--- config.mk ---
export PLATFORM = sky130hd
export DESIGN_NAME = tanh4_act_arbiter
export DESIGN_NICKNAME = d
export VERILOG_FILES = /design/src/rtl/tanh4_act_pkg.sv /design/src/rtl/tanh_core4.sv /design/src/rtl/tanh4_act_arbiter.sv
export SDC_FILE = /design/constraint.sdc
export NUM_CORES = 1
export LEC_CHECK = 0
export BUFFER_PORTS_ARGS = -buffer_cell sky130_fd_sc_hd__buf_2
export CAP_MARGIN = 20
export CORE_ASPECT_RATIO = 0.8
export CORE_UTILIZATION = 54
export CTS_BUF_LIST = sky130_fd_sc_hd__clkbuf_4 sky130_fd_sc_hd__clkbuf_8 sky130_fd_sc_hd__clkbuf_16
export DETAILED_ROUTE_END_ITERATION = 10
export PLACE_DENSITY = 0.95
export SLEW_MARGIN = 20
export SYNTH_ARGS = -nofsm -noshare
export SYNTH_HDL_FRONTEND = slang
export SYNTH_SLANG_ARGS = --single-unit
--- constraint.sdc ---
create_clock -name clk -period 3.1 [get_ports clk]
set_clock_uncertainty 0.05 [all_clocks]
set_input_delay 0.62 -clock clk [delete_from_list [all_inputs] [get_ports clk]]
set_output_delay 0.62 -clock clk [all_outputs]
set_load 0.02 [all_outputs]
--- src/rtl/tanh4_act_pkg.sv ---
// Shared widths and pipeline-stage record for the tanh4 activation arbiter.
// Every file that shares the tanh core imports these definitions.
package tanh4_act_pkg;

    localparam int DATA_W   = 4;
    localparam int CNT_W    = 16;
    localparam int ID_MAX_W = 3;

    // The id field is sized for the largest supported requester count (8).
    typedef struct packed {
        logic                valid;
        logic [ID_MAX_W-1:0] id;
        logic [DATA_W-1:0]   data;
    } stage_t;

endpackage

--- src/rtl/tanh_core4.sv ---
// Stateless 4-bit approximate tanh: odd inputs map to small positive codes,
// and even inputs map to either zero or saturation.
module tanh_core4
    import tanh4_act_pkg::*;
(
    input  logic [DATA_W-1:0] x,
    output logic [DATA_W-1:0] y
);

    logic sat_hi;

    assign sat_hi = ~x[0] & (x[1] | (x[3] & x[2]));
    assign y      = {sat_hi, sat_hi | (x[1] & x[2]), x[0], x[0]};

endmodule

--- src/rtl/tanh4_act_arbiter.sv ---
// Round-robin arbiter that lets NREQ requesters share one tanh core.
// Operands pass through a two-register pipeline: S1 holds the operand, and S2 holds the result.
module tanh4_act_arbiter
    import tanh4_act_pkg::*;
#(
    parameter int NREQ = 4,
    parameter int IDW  = 2
) (
    input  logic                     clk,
    input  logic                     rst_n,
    input  logic [NREQ-1:0]          req_valid,
    input  logic [DATA_W*NREQ-1:0]   req_data,
    output logic [NREQ-1:0]          req_ready,
    output logic                     rsp_valid,
    output logic [DATA_W-1:0]        rsp_data,
    output logic [IDW-1:0]           rsp_id,
    input  logic                     rsp_ready,
    output logic [CNT_W-1:0]         op_count
);

    stage_t              s1_q;
    stage_t              s2_q;
    logic [IDW-1:0]      rr_ptr;
    logic [IDW-1:0]      grant_idx;
    logic [IDW-1:0]      scan_idx;
    logic                grant_found;
    logic                s2_load;
    logic                s1_load;
    logic                accept;
    logic [DATA_W-1:0]   grant_data;
    logic [DATA_W-1:0]   core_out;
    logic [DATA_W-1:0]   req_ops [NREQ];
    logic                unused_id_bits;

    for (genvar g = 0; g < NREQ; g++) begin : g_unpack
        assign req_ops[g] = req_data[g*DATA_W +: DATA_W];
    end

    // The scan begins at rr_ptr, so an idle requester at the pointer is skipped in the same cycle.
    always_comb begin
        grant_found = 1'b0;
        grant_idx   = '0;
        scan_idx    = '0;
        for (int k = 0; k < NREQ; k++) begin
            scan_idx = IDW'((int'(rr_ptr) + k) % NREQ);
            if (!grant_found && req_valid[scan_idx]) begin
                grant_found = 1'b1;
                grant_idx   = scan_idx;
            end
        end
    end

    assign s2_load    = !s2_q.valid || rsp_ready;
    assign s1_load    = !s1_q.valid || s2_load;
    assign accept     = rst_n && grant_found && s1_load;
    assign req_ready  = accept ? (NREQ'(1) << grant_idx) : '0;
    assign grant_data = req_ops[grant_idx];

    tanh_core4 u_core (
        .x (s1_q.data),
        .y (core_out)
    );

    always_ff @(posedge clk or negedge rst_n) begin
        if (!rst_n) begin
            s1_q <= '0;
        end else if (s1_load) begin
            s1_q.valid <= accept;
            if (accept) begin
                s1_q.id   <= ID_MAX_W'(grant_idx);
                s1_q.data <= grant_data;
            end
        end
    end

    // S2 keeps its payload on a bubble so the result stays stable until a new result replaces it.
    always_ff @(posedge clk or negedge rst_n) begin
        if (!rst_n) begin
            s2_q <= '0;
        end else if (s2_load) begin
            s2_q.valid <= s1_q.valid;
            if (s1_q.valid) begin
                s2_q.id   <= s1_q.id;
                s2_q.data <= core_out;
            end
        end
    end

    always_ff @(posedge clk or negedge rst_n) begin
        if (!rst_n) begin
            rr_ptr <= '0;
        end else if (accept) begin
            rr_ptr <= (grant_idx == IDW'(NREQ - 1)) ? '0 : grant_idx + IDW'(1);
        end
    end

    always_ff @(posedge clk or negedge rst_n) begin
        if (!rst_n) begin
            op_count <= '0;
        end else if (s2_q.valid && rsp_ready) begin
            op_count <= op_count + CNT_W'(1);
        end
    end

    assign rsp_valid      = s2_q.valid;
    assign rsp_data       = s2_q.data;
    assign rsp_id         = s2_q.id[IDW-1:0];
    assign unused_id_bits = ^s2_q.id;

endmodule

==> results.cfg, run 1 <==
[global_routing]
grt_pass1_vias = 1189
antenna_found_initial = 0
grtUsageTotal_pct = 22.3
grt_max_degree = 32
grt_pass1_wl_um = 5280
use_met3_pct = 6.36
top_usage_layer = met2
grt.met2_usage_pct = 36.1
grt_overflow = 0
use_met1_pct = 28.2

[clocking]
cts_tree = built
cts_setup_buffers = 0
clockRootBuffer = clkbuf_4
numClockSinks = 31
clock_tree.buffer_depth = 2
cts_htree_levels = 2
insertion_delay_ns = 0.33
postCtsResizedCells = 0
hold_buffers = 0
clk_pin_slew_worst_paths_ns = 0.10
cts_buffers = 5

[worst_setup_path]
worstPathArrival_ns = 1.91
r2r_start = rr_ptr[1]
cp_max_fo = 9
endpoint_kind = output port
startpoint_type = flip-flop
r2r_cells = 5
ff2ff_setup_slack_ns = 1.09
rr_endpoint = s1_q[0]
path_class = flip-flop to output port
required_ns = 2.43

[sta]
setup_viol = 0
setup_tns_ns = 0
tightest_slew_ns = 0.593
fin_crit_sh_pct = 83.2
rsz0062_at_grt = no
period_minus_slack_ns = 2.58
slew_violations = 0
hold_viol = 0
relSlewSlack_pct = 60.4
fmax_mhz = 388

[floorplanning]
coreArea_um2 = 2770
die_h_um = 50.5
fp-row-count = 17
die_x_um = 62.6
start_util_pct = 57.4
io_pins = 50
die_area_um2 = 3160

[routing]
routedWlPerCell_um = 13.1
wirelength_um = 3160
drc = 0
vias = 1294
first_pass_iters = 4
drtIter0Drc = 35
ant_nets = 0
viasPerCell = 5.37

[power_and_ir_drop]
vdd_ir_drop_max_v = 0.000545
power_density_nw_per_um2 = 715
combPwrFrac_pct = 38.0
leakagePower_nw = 0.930
p_sw_uw = 535
p_seq_share_pct = 45.0
clkPwrFrac_pct = 17.0
switching_share_pct = 39.1
p_int_uw = 832

[synthesis]
synth_edf_count = 0
synth_nets = 173
synthFlopType = dfrtp_1
netlist-cell-type-count = 37
ys.warnings.count = 0
syn_area_um2 = 1590
synth-seq-area-share_pct = 48.9
ys_seq_elements = 31
syn_inst = 149
synthArstFlopShare_pct = 100
syn_area_per_cell_um2 = 10.6

[cells_and_area]
n_antenna_cell = 0
layout_commonest_cell = buf_2
final_util_pct = 69.2
final_cell_mix = 49 x buf_2, 31 x dfrtp_1, 21 x nand2_1, 12 x xnor2_1, 11 x nor2_1
layout-drive-gt1-share_pct = 36.0
nets = 227
area_delta_synth_final_pct = 20.6
design_area_um2 = 1910

[outcome]
outcome = completed

[hold_path]
min_path_type = input port to async pin

[placed_design]
post-dp-hpwl_um = 2510
placed_cell_area_um2 = 1860
gp_congestion = 0.867
io_buffers = 49

[job]
drv_cap = 0
-- sequential cells by signal, summed over array words and instances (netlist names) --
register   count
op_count      16
rsp_id         2
s1_q           7
rsp_data       3
rr_ptr         2
rsp_valid      1
-- how the worst max path moves through the flow --
stage | startpoint | slack, ns | to | cells after the start
global route | rr_ptr[1] | 0.37 | req_ready[2] | 5
floorplan | req_valid[0] | 0.78 | req_ready[1] | 6
finish | rr_ptr[1] | 0.52 | req_ready[3] | 6
detailed placement | req_valid[0] | 0.64 | req_ready[3] | 7
global placement | req_valid[0] | 0.69 | req_ready[3] | 7
CTS | rr_ptr[1] | 0.52 | req_ready[3] | 6
-- critical path, stage by stage, from the launching register on --
cell     delay [ns]
dfrtp_1        0.50
mux2_4         0.34
nand2_4        0.09
and3_4         0.25
nand2_1        0.12
nor2_1         0.12
buf_2          0.17
-- through the flow --
stage | power, mW | std cells | worst slack (ns) | hold slack (ns)
3_5_place_dp | 1.15 | 234 | 0.645 | 0.415
2_1_floorplan | 0.990 | 149 | 0.776 | 0.274
3_3_place_gp | 1.12 | 234 | 0.692 | 0.408
5_1_grt | 1.46 | 241 | 0.369 | 0.304
4_1_cts | 1.38 | 241 | 0.517 | 0.291
6_report | 1.37 | 241 | 0.520 | 0.284
-- logic make-up after synthesis --
family | after synthesis | synth area share (%)
fa+ha+maj | 1 | 0.789
buf+inv | 7 | 3.08
simple gates | 60 | 19.8
flops | 31 | 48.9
compound gates | 29 | 14.8
xor+xnor | 16 | 8.83
mux | 5 | 3.79
-- cells in the mapped netlist (all sizes together), types with 4 or more instances --
| cell | n | share of area [%] |
|---|---|---|
| a2111oi | 4 | 3.4 |
| a211oi | 8 | 4.1 |
| a21oi | 5 | 1.6 |
| and4 | 4 | 2.4 |
| buf | 4 | 2.4 |
| dfrtp | 31 | 49 |
| mux2 | 5 | 3.8 |
| nand2 | 22 | 5.7 |
| nand2b | 5 | 2.0 |
| nand3 | 6 | 1.9 |
| nor2 | 11 | 2.6 |
| xnor2 | 12 | 6.6 |
| xor2 | 4 | 2.2 |
-- power by group through the flow --
| stage | clock [mW] | combinational (mW) | sequential [mW] |
|---|---|---|---|
| after global placement | 0 | 0.506 | 0.615 |
| after floorplan | 0 | 0.300 | 0.690 |
| after global routing | 0.259 | 0.568 | 0.634 |
| after CTS | 0.239 | 0.524 | 0.615 |
| after detailed placement | 0 | 0.523 | 0.623 |
| final | 0.233 | 0.520 | 0.615 |
-- area by class of cell --
| class | count | area, um^2 |
|---|---|---|
| clock inverter | 1 | 5.00 |
| clock buffer | 6 | 51.3 |
| timing repair buffer | 51 | 260 |
| fill | 225 | 852 |
| sequential | 31 | 776 |
| tap | 38 | 47.5 |
| multi-input combinational | 111 | 762 |
| inverter | 3 | 11.3 |
-- per-layer routing --
| metal | share of wire (%) | up-vias |
|---|---|---|
| li1 | - | 641 |
| met1 | 46 | 612 |
| met2 | 49 | 35 |
| met3 | 3.8 | 6 |
| met4 | 1.4 | 0 |
| met5 | 0 | - |
Power figures use the tool's default switching activity.
==> inputs of run 2 (changes only) <==
--- a/config.mk
+++ b/config.mk
@@ -8,10 +8,10 @@
 export BUFFER_PORTS_ARGS = -buffer_cell sky130_fd_sc_hd__buf_2
 export CAP_MARGIN = 20
 export CORE_ASPECT_RATIO = 0.8
-export CORE_UTILIZATION = 54
+export CORE_UTILIZATION = 50
 export CTS_BUF_LIST = sky130_fd_sc_hd__clkbuf_4 sky130_fd_sc_hd__clkbuf_8 sky130_fd_sc_hd__clkbuf_16
 export DETAILED_ROUTE_END_ITERATION = 10
-export PLACE_DENSITY = 0.95
+export PLACE_DENSITY = 0.89
 export SLEW_MARGIN = 20
 export SYNTH_ARGS = -nofsm -noshare
 export SYNTH_HDL_FRONTEND = slang
==> constraint.sdc (replaced) <==
create_clock -name clk -period 2.6 [get_ports clk]
set_clock_uncertainty 0.05 [all_clocks]
set_input_delay 0.52 -clock clk [delete_from_list [all_inputs] [get_ports clk]]
set_output_delay 0.52 -clock clk [all_outputs]
set_load 0.02 [all_outputs]
==> run 2 against run 1 <==
  * Design area increased by 1.4%
  * Via count increased by 1.2%
  * Largest power group unchanged
  * Clock power increased by 47%
  * Global-route usage decreased by 1.1 points
  * Worst hold slack got worse by 0.037 ns
  * Critical path depth unchanged
  * Routed wire length increased by 1.4%
  * Combinational power increased by 20%
==> results.cfg, run 2 (same netlist as run 1, synthesis figures left out) <==
[power_and_ir_drop]
power_density_nw_per_um2 = 877
leakagePower_nw = 0.941
vdd_ir_drop_max_v = 0.000694

[floorplanning]
die_area_um2 = 3400
coreArea_um2 = 2890
io_pins = 50
die_x_um = 65.0
die_h_um = 52.4
start_util_pct = 54.8
fp-row-count = 17

[clocking]
cts_htree_levels = 2
cts_setup_buffers = 0
cts_buffers = 5
clock_tree.buffer_depth = 2
numClockSinks = 31
clockRootBuffer = clkbuf_8
insertion_delay_ns = 0.28
postCtsResizedCells = 0
cts_tree = built
clk_pin_slew_worst_paths_ns = 0.06
hold_buffers = 0

[sta]
period_minus_slack_ns = 2.39
fmax_mhz = 418
setup_viol = 0
rsz0062_at_grt = no
tightest_slew_ns = 0.425
hold_viol = 0
relSlewSlack_pct = 70.9
setup_tns_ns = 0
hold_ws_ns = 0.247
slew_violations = 0
fin_crit_sh_pct = 92.0

[cells_and_area]
top_register = op_count
largest_reg_flops = 16
filler_cell_count = 257
layout_commonest_cell = buf_2
n_antenna_cell = 0
multiInputGateArea_um2 = 762
final_util_pct = 67.1
nets = 228
final_cell_mix = 49 x buf_2, 31 x dfrtp_1, 21 x nand2_1, 12 x xnor2_1, 11 x nor2_1
layout-drive-gt1-share_pct = 36.0
regArea_um2 = 776
area_delta_synth_final_pct = 22.3

[global_routing]
grt_pass1_vias = 1197
antenna_found_initial = 0
grt_pass1_wl_um = 5290
grt_max_degree = 32
grtUsageTotal_pct = 21.1
grt_overflow = 0

[worst_setup_path]
cp_max_fo = 9
startpoint_type = flip-flop
path_class = flip-flop to output port
required_ns = 2.03
worstPathArrival_ns = 1.82
endpoint_kind = output port

[routing]
vias = 1309
drtIter0Drc = 50
viasPerCell = 5.43
routedWlPerCell_um = 13.3
ant_nets = 0
drc = 0
first_pass_iters = 4
wirelength_um = 3210

[placed_design]
io_buffers = 49
post-dp-hpwl_um = 2440
gp_congestion = 0.784

[hold_path]
min_path_type = input port to async pin

[job]
drv_cap = 0

[outcome]
outcome = completed
## run 2: cell count changes in the layout (fill, tap and decap cells not counted), sizes merged
cell	change
buf	+1
clkinv	-1
## run 2: worst paths after layout
check	start	to	slack [ns]	depth (start not counted)
max	rr_ptr[1]	req_ready[1]	0.21	6
min	rst_n	op_count[6]	0.25	2
max reg2reg	rr_ptr[1]	s1_q[0]	0.76	5
min reg2reg	rsp_data[2]	rsp_data[2]	0.42	1
max in group asynchronous	rst_n	op_count[8]	1.98	2
min in group clk	rsp_data[2]	rsp_data[2]	0.42	1
## run 2: layout make-up
cell class                 count  area share, %
tap                           38           2.45
timing repair buffer          52           13.8
inverter                       3          0.580
clock buffer                   6           3.93
multi-input combinational    111           39.3
sequential                    31           40.0
## run 2: critical path: stages (launching register included)
cell and delay (ns):
dfrtp_1 0.45, mux2_4 0.33, nand2_4 0.09, and3_4 0.25
nand2_1 0.13, nor2_1 0.13, buf_2 0.17
## run 2: per-layer routing
metal	routed length (um)	track usage [%]
met1	1510	26.2
met2	1540	34.7
met3	98	5.43
met4	56	10.0
met5	0	0
## run 2: stage by stage
step                cell area, um^2  cells  worst slack, ns  power [mW]
finish                         1940    241            0.207        1.70
global route                   1940    241            0.127        1.81
CTS                            1940    241            0.211        1.72
detailed placement             1860    235            0.355        1.37
global placement               1860    235            0.390        1.35
floorplan                      1590    149            0.476        1.18
## run 2: report_power, final
group / switching (mW) / internal [mW] / leakage (nW)
combinational: 0.365 / 0.261 / 0.518
sequential: 0.121 / 0.615 / 0.383
clock: 0.154 / 0.188 / 0.0406
==> inputs of run 3 (changes only) <==
--- a/config.mk
+++ b/config.mk
@@ -8,10 +8,11 @@
 export BUFFER_PORTS_ARGS = -buffer_cell sky130_fd_sc_hd__buf_2
 export CAP_MARGIN = 20
 export CORE_ASPECT_RATIO = 0.8
-export CORE_UTILIZATION = 50
+export CORE_UTILIZATION = 45
 export CTS_BUF_LIST = sky130_fd_sc_hd__clkbuf_4 sky130_fd_sc_hd__clkbuf_8 sky130_fd_sc_hd__clkbuf_16
 export DETAILED_ROUTE_END_ITERATION = 10
-export PLACE_DENSITY = 0.89
+export PLACE_DENSITY = 0.86
+export REMOVE_ABC_BUFFERS = 1
 export SLEW_MARGIN = 20
 export SYNTH_ARGS = -nofsm -noshare
 export SYNTH_HDL_FRONTEND = slang
==> constraint.sdc (replaced) <==
create_clock -name clk -period 1.9 [get_ports clk]
set_clock_uncertainty 0.05 [all_clocks]
set_input_delay 0.38 -clock clk [delete_from_list [all_inputs] [get_ports clk]]
set_output_delay 0.38 -clock clk [all_outputs]
set_load 0.02 [all_outputs]
==> run 3 against run 2 <==
  * The flow now finishes with violations (setup timing)
  * Worst setup slack lost 0.40 ns
  * Routed wire length grew 7.1%
  * Final cell count grew 6.2%
  * Sequential power grew 36%
  * Critical path depth is the same
  * Clock-buffer cell count grew 2
  * Via count grew 3.4%
  * Non-clock buffer count grew 11
  * Core utilization shrank 1.5 points
  * Critical endpoint unchanged
==> results.cfg, run 3 (same netlist as run 1, synthesis figures left out) <==
[sta]
relSlewSlack_pct = 68.6
period_minus_slack_ns = 2.10
setup_tns_ns = -0.613
slew_violations = 0
tightest_slew_ns = 0.459
setup_ws_ns = -0.196
setup_viol = 4
rsz0062_at_grt = yes
hold_viol = 0
fin_crit_sh_pct = 110
fmax_mhz = 477

[clocking]
hold_buffers = 0
cts_buffers = 5
insertion_delay_ns = 0.28
clock_tree.buffer_depth = 2
clockRootBuffer = clkbuf_8
cts_tree = built
clk_pin_slew_worst_paths_ns = 0.06
cts_htree_levels = 2
numClockSinks = 31

[placed_design]
dp.cells = 243
io_buffers = 49
post-dp-hpwl_um = 2490
gp_congestion = 0.802

[power_and_ir_drop]
leakagePower_nw = 1.02
combPwrFrac_pct = 38.7
vdd_ir_drop_max_v = 0.000580
p_sw_uw = 940
clkPwrFrac_pct = 22.2
power_density_nw_per_um2 = 1220
switching_share_pct = 36.6
p_int_mw = 1.63
power_mw = 2.57
p_seq_share_pct = 39.1

[worst_setup_path]
critical-path-max-stage-delay_ns = 0.45
path_cells = mux2_4 -> nand2_4 -> and3_4 -> nand2_4 -> nor2_4 -> buf_6
worst-path-buf-inv = 1
worstPathArrival_ns = 1.67
rr_endpoint = s1_q[1]
cp_max_fo = 6
path_class = flip-flop to output port
crit_family = simple AND/OR/NAND/NOR gates
startpoint_type = flip-flop
critPathSlowestCell = dfrtp_2
r2r_cells = 6
required_ns = 1.47
r2r_start = rr_ptr[1]
ff2ff_setup_slack_ns = 0.01
endpoint_kind = output port
cp_common_cell = nand2_4

[job]
drv_cap = 0

[cells_and_area]
layout_commonest_cell = buf_2
final_cell_mix = 46 x buf_2, 30 x dfrtp_1, 20 x nand2_1, 15 x buf_4, 12 x xnor2_1
top_register = op_count
largest_reg_flops = 16
area_delta_synth_final_pct = 33.0
layout-drive-gt1-share_pct = 42.6
filler_cell_count = 261
multiInputGateArea_um2 = 803
instances_no_fill = 256
n_antenna_cell = 0
regArea_um2 = 777
nets = 239

[global_routing]
use_met3_pct = 7.58
grt_pass1_wl_um = 5460
antenna_found_initial = 0
use_met1_pct = 26.0
grt_pass1_vias = 1199
top_usage_layer = met2
grtUsageTotal_pct = 21.0
grt.met2_usage_pct = 32.8
grt_overflow = 0
grt_max_degree = 32

[floorplanning]
die_x_um = 68.4
io_pins = 50
coreArea_um2 = 3220
start_util_pct = 49.3
die_h_um = 55.1
fp-row-count = 18
die_area_um2 = 3770

[routing]
first_pass_iters = 4
wirelength_um = 3430
vias = 1353
drtIter0Drc = 56
viasPerCell = 5.29
ant_nets = 0
drc = 0
routedWlPerCell_um = 13.4

[hold_path]
min_path_type = input port to async pin

[outcome]
outcome = finished with violations
violations = setup timing
run 3: power groups by stage:
stage          sequential [mW]  combinational, mW  clock, mW
2_1_floorplan             1.14              0.438          0
3_3_place_gp              1.01              0.869          0
3_5_place_dp              1.02              0.893          0
4_1_cts                   1.00              0.968      0.589
5_1_grt                   1.03               1.09      0.614
6_report                  1.00              0.992      0.570
run 3: area by class of cell:
cell class | count | area share, %
multi-input cells | 111 | 38.1
flip-flops and latches | 31 | 36.8
repair buffers | 63 | 17.3
clock buffers | 8 | 4.92
well taps | 40 | 2.37
inverters | 3 | 0.533
run 3: through the flow:
step	worst slack, ns	cell area (um^2)	hold slack, ns	utilization, %
finish	-0.196	2110	0.129	65.5
global route	-0.248	2110	0.153	65.5
CTS	-0.175	2080	0.126	64.7
detailed placement	-0.0157	1910	0.414	59.4
global placement	0.0528	1910	0.408	59.4
floorplan	-0.0635	1550	0.0344	-
run 3: routing by layer:
metal | wire length, um | vias up
li1 | - | 662
met1 | 1610 | 628
met2 | 1550 | 57
met3 | 224 | 6
met4 | 53 | 0
met5 | 0 | -
run 3: what timing repair did:
| item | in CTS | in global routing |
|---|---|---|
| setup endpoints to repair | 4 | 7 |
| resized for setup | 10 | 5 |
| buffers inserted | 4 | 1 |
| cloned | 0 | 0 |
| pin swaps | 3 | 2 |
run 3: worst register-to-register path, cell delays in order (launching register included):
cell       delay, ns
dfrtp_2         0.45
nand2b_1        0.16
a21o_1          0.17
buf_4           0.15
and4_2          0.23
a2111oi_0       0.46
a211oi_1        0.09
run 3: worst max-delay path by stage:
stage / startpoint / end / slack, ns / depth (start not counted)
after floorplan: rsp_valid / req_ready[0] / -0.06 / 4
final: rr_ptr[1] / req_ready[1] / -0.20 / 6
after CTS: rr_ptr[1] / req_ready[1] / -0.17 / 6
after detailed placement: req_valid[0] / req_ready[3] / -0.02 / 7
after global routing: rr_ptr[1] / req_ready[1] / -0.25 / 6
after global placement: req_valid[0] / req_ready[1] / 0.05 / 7
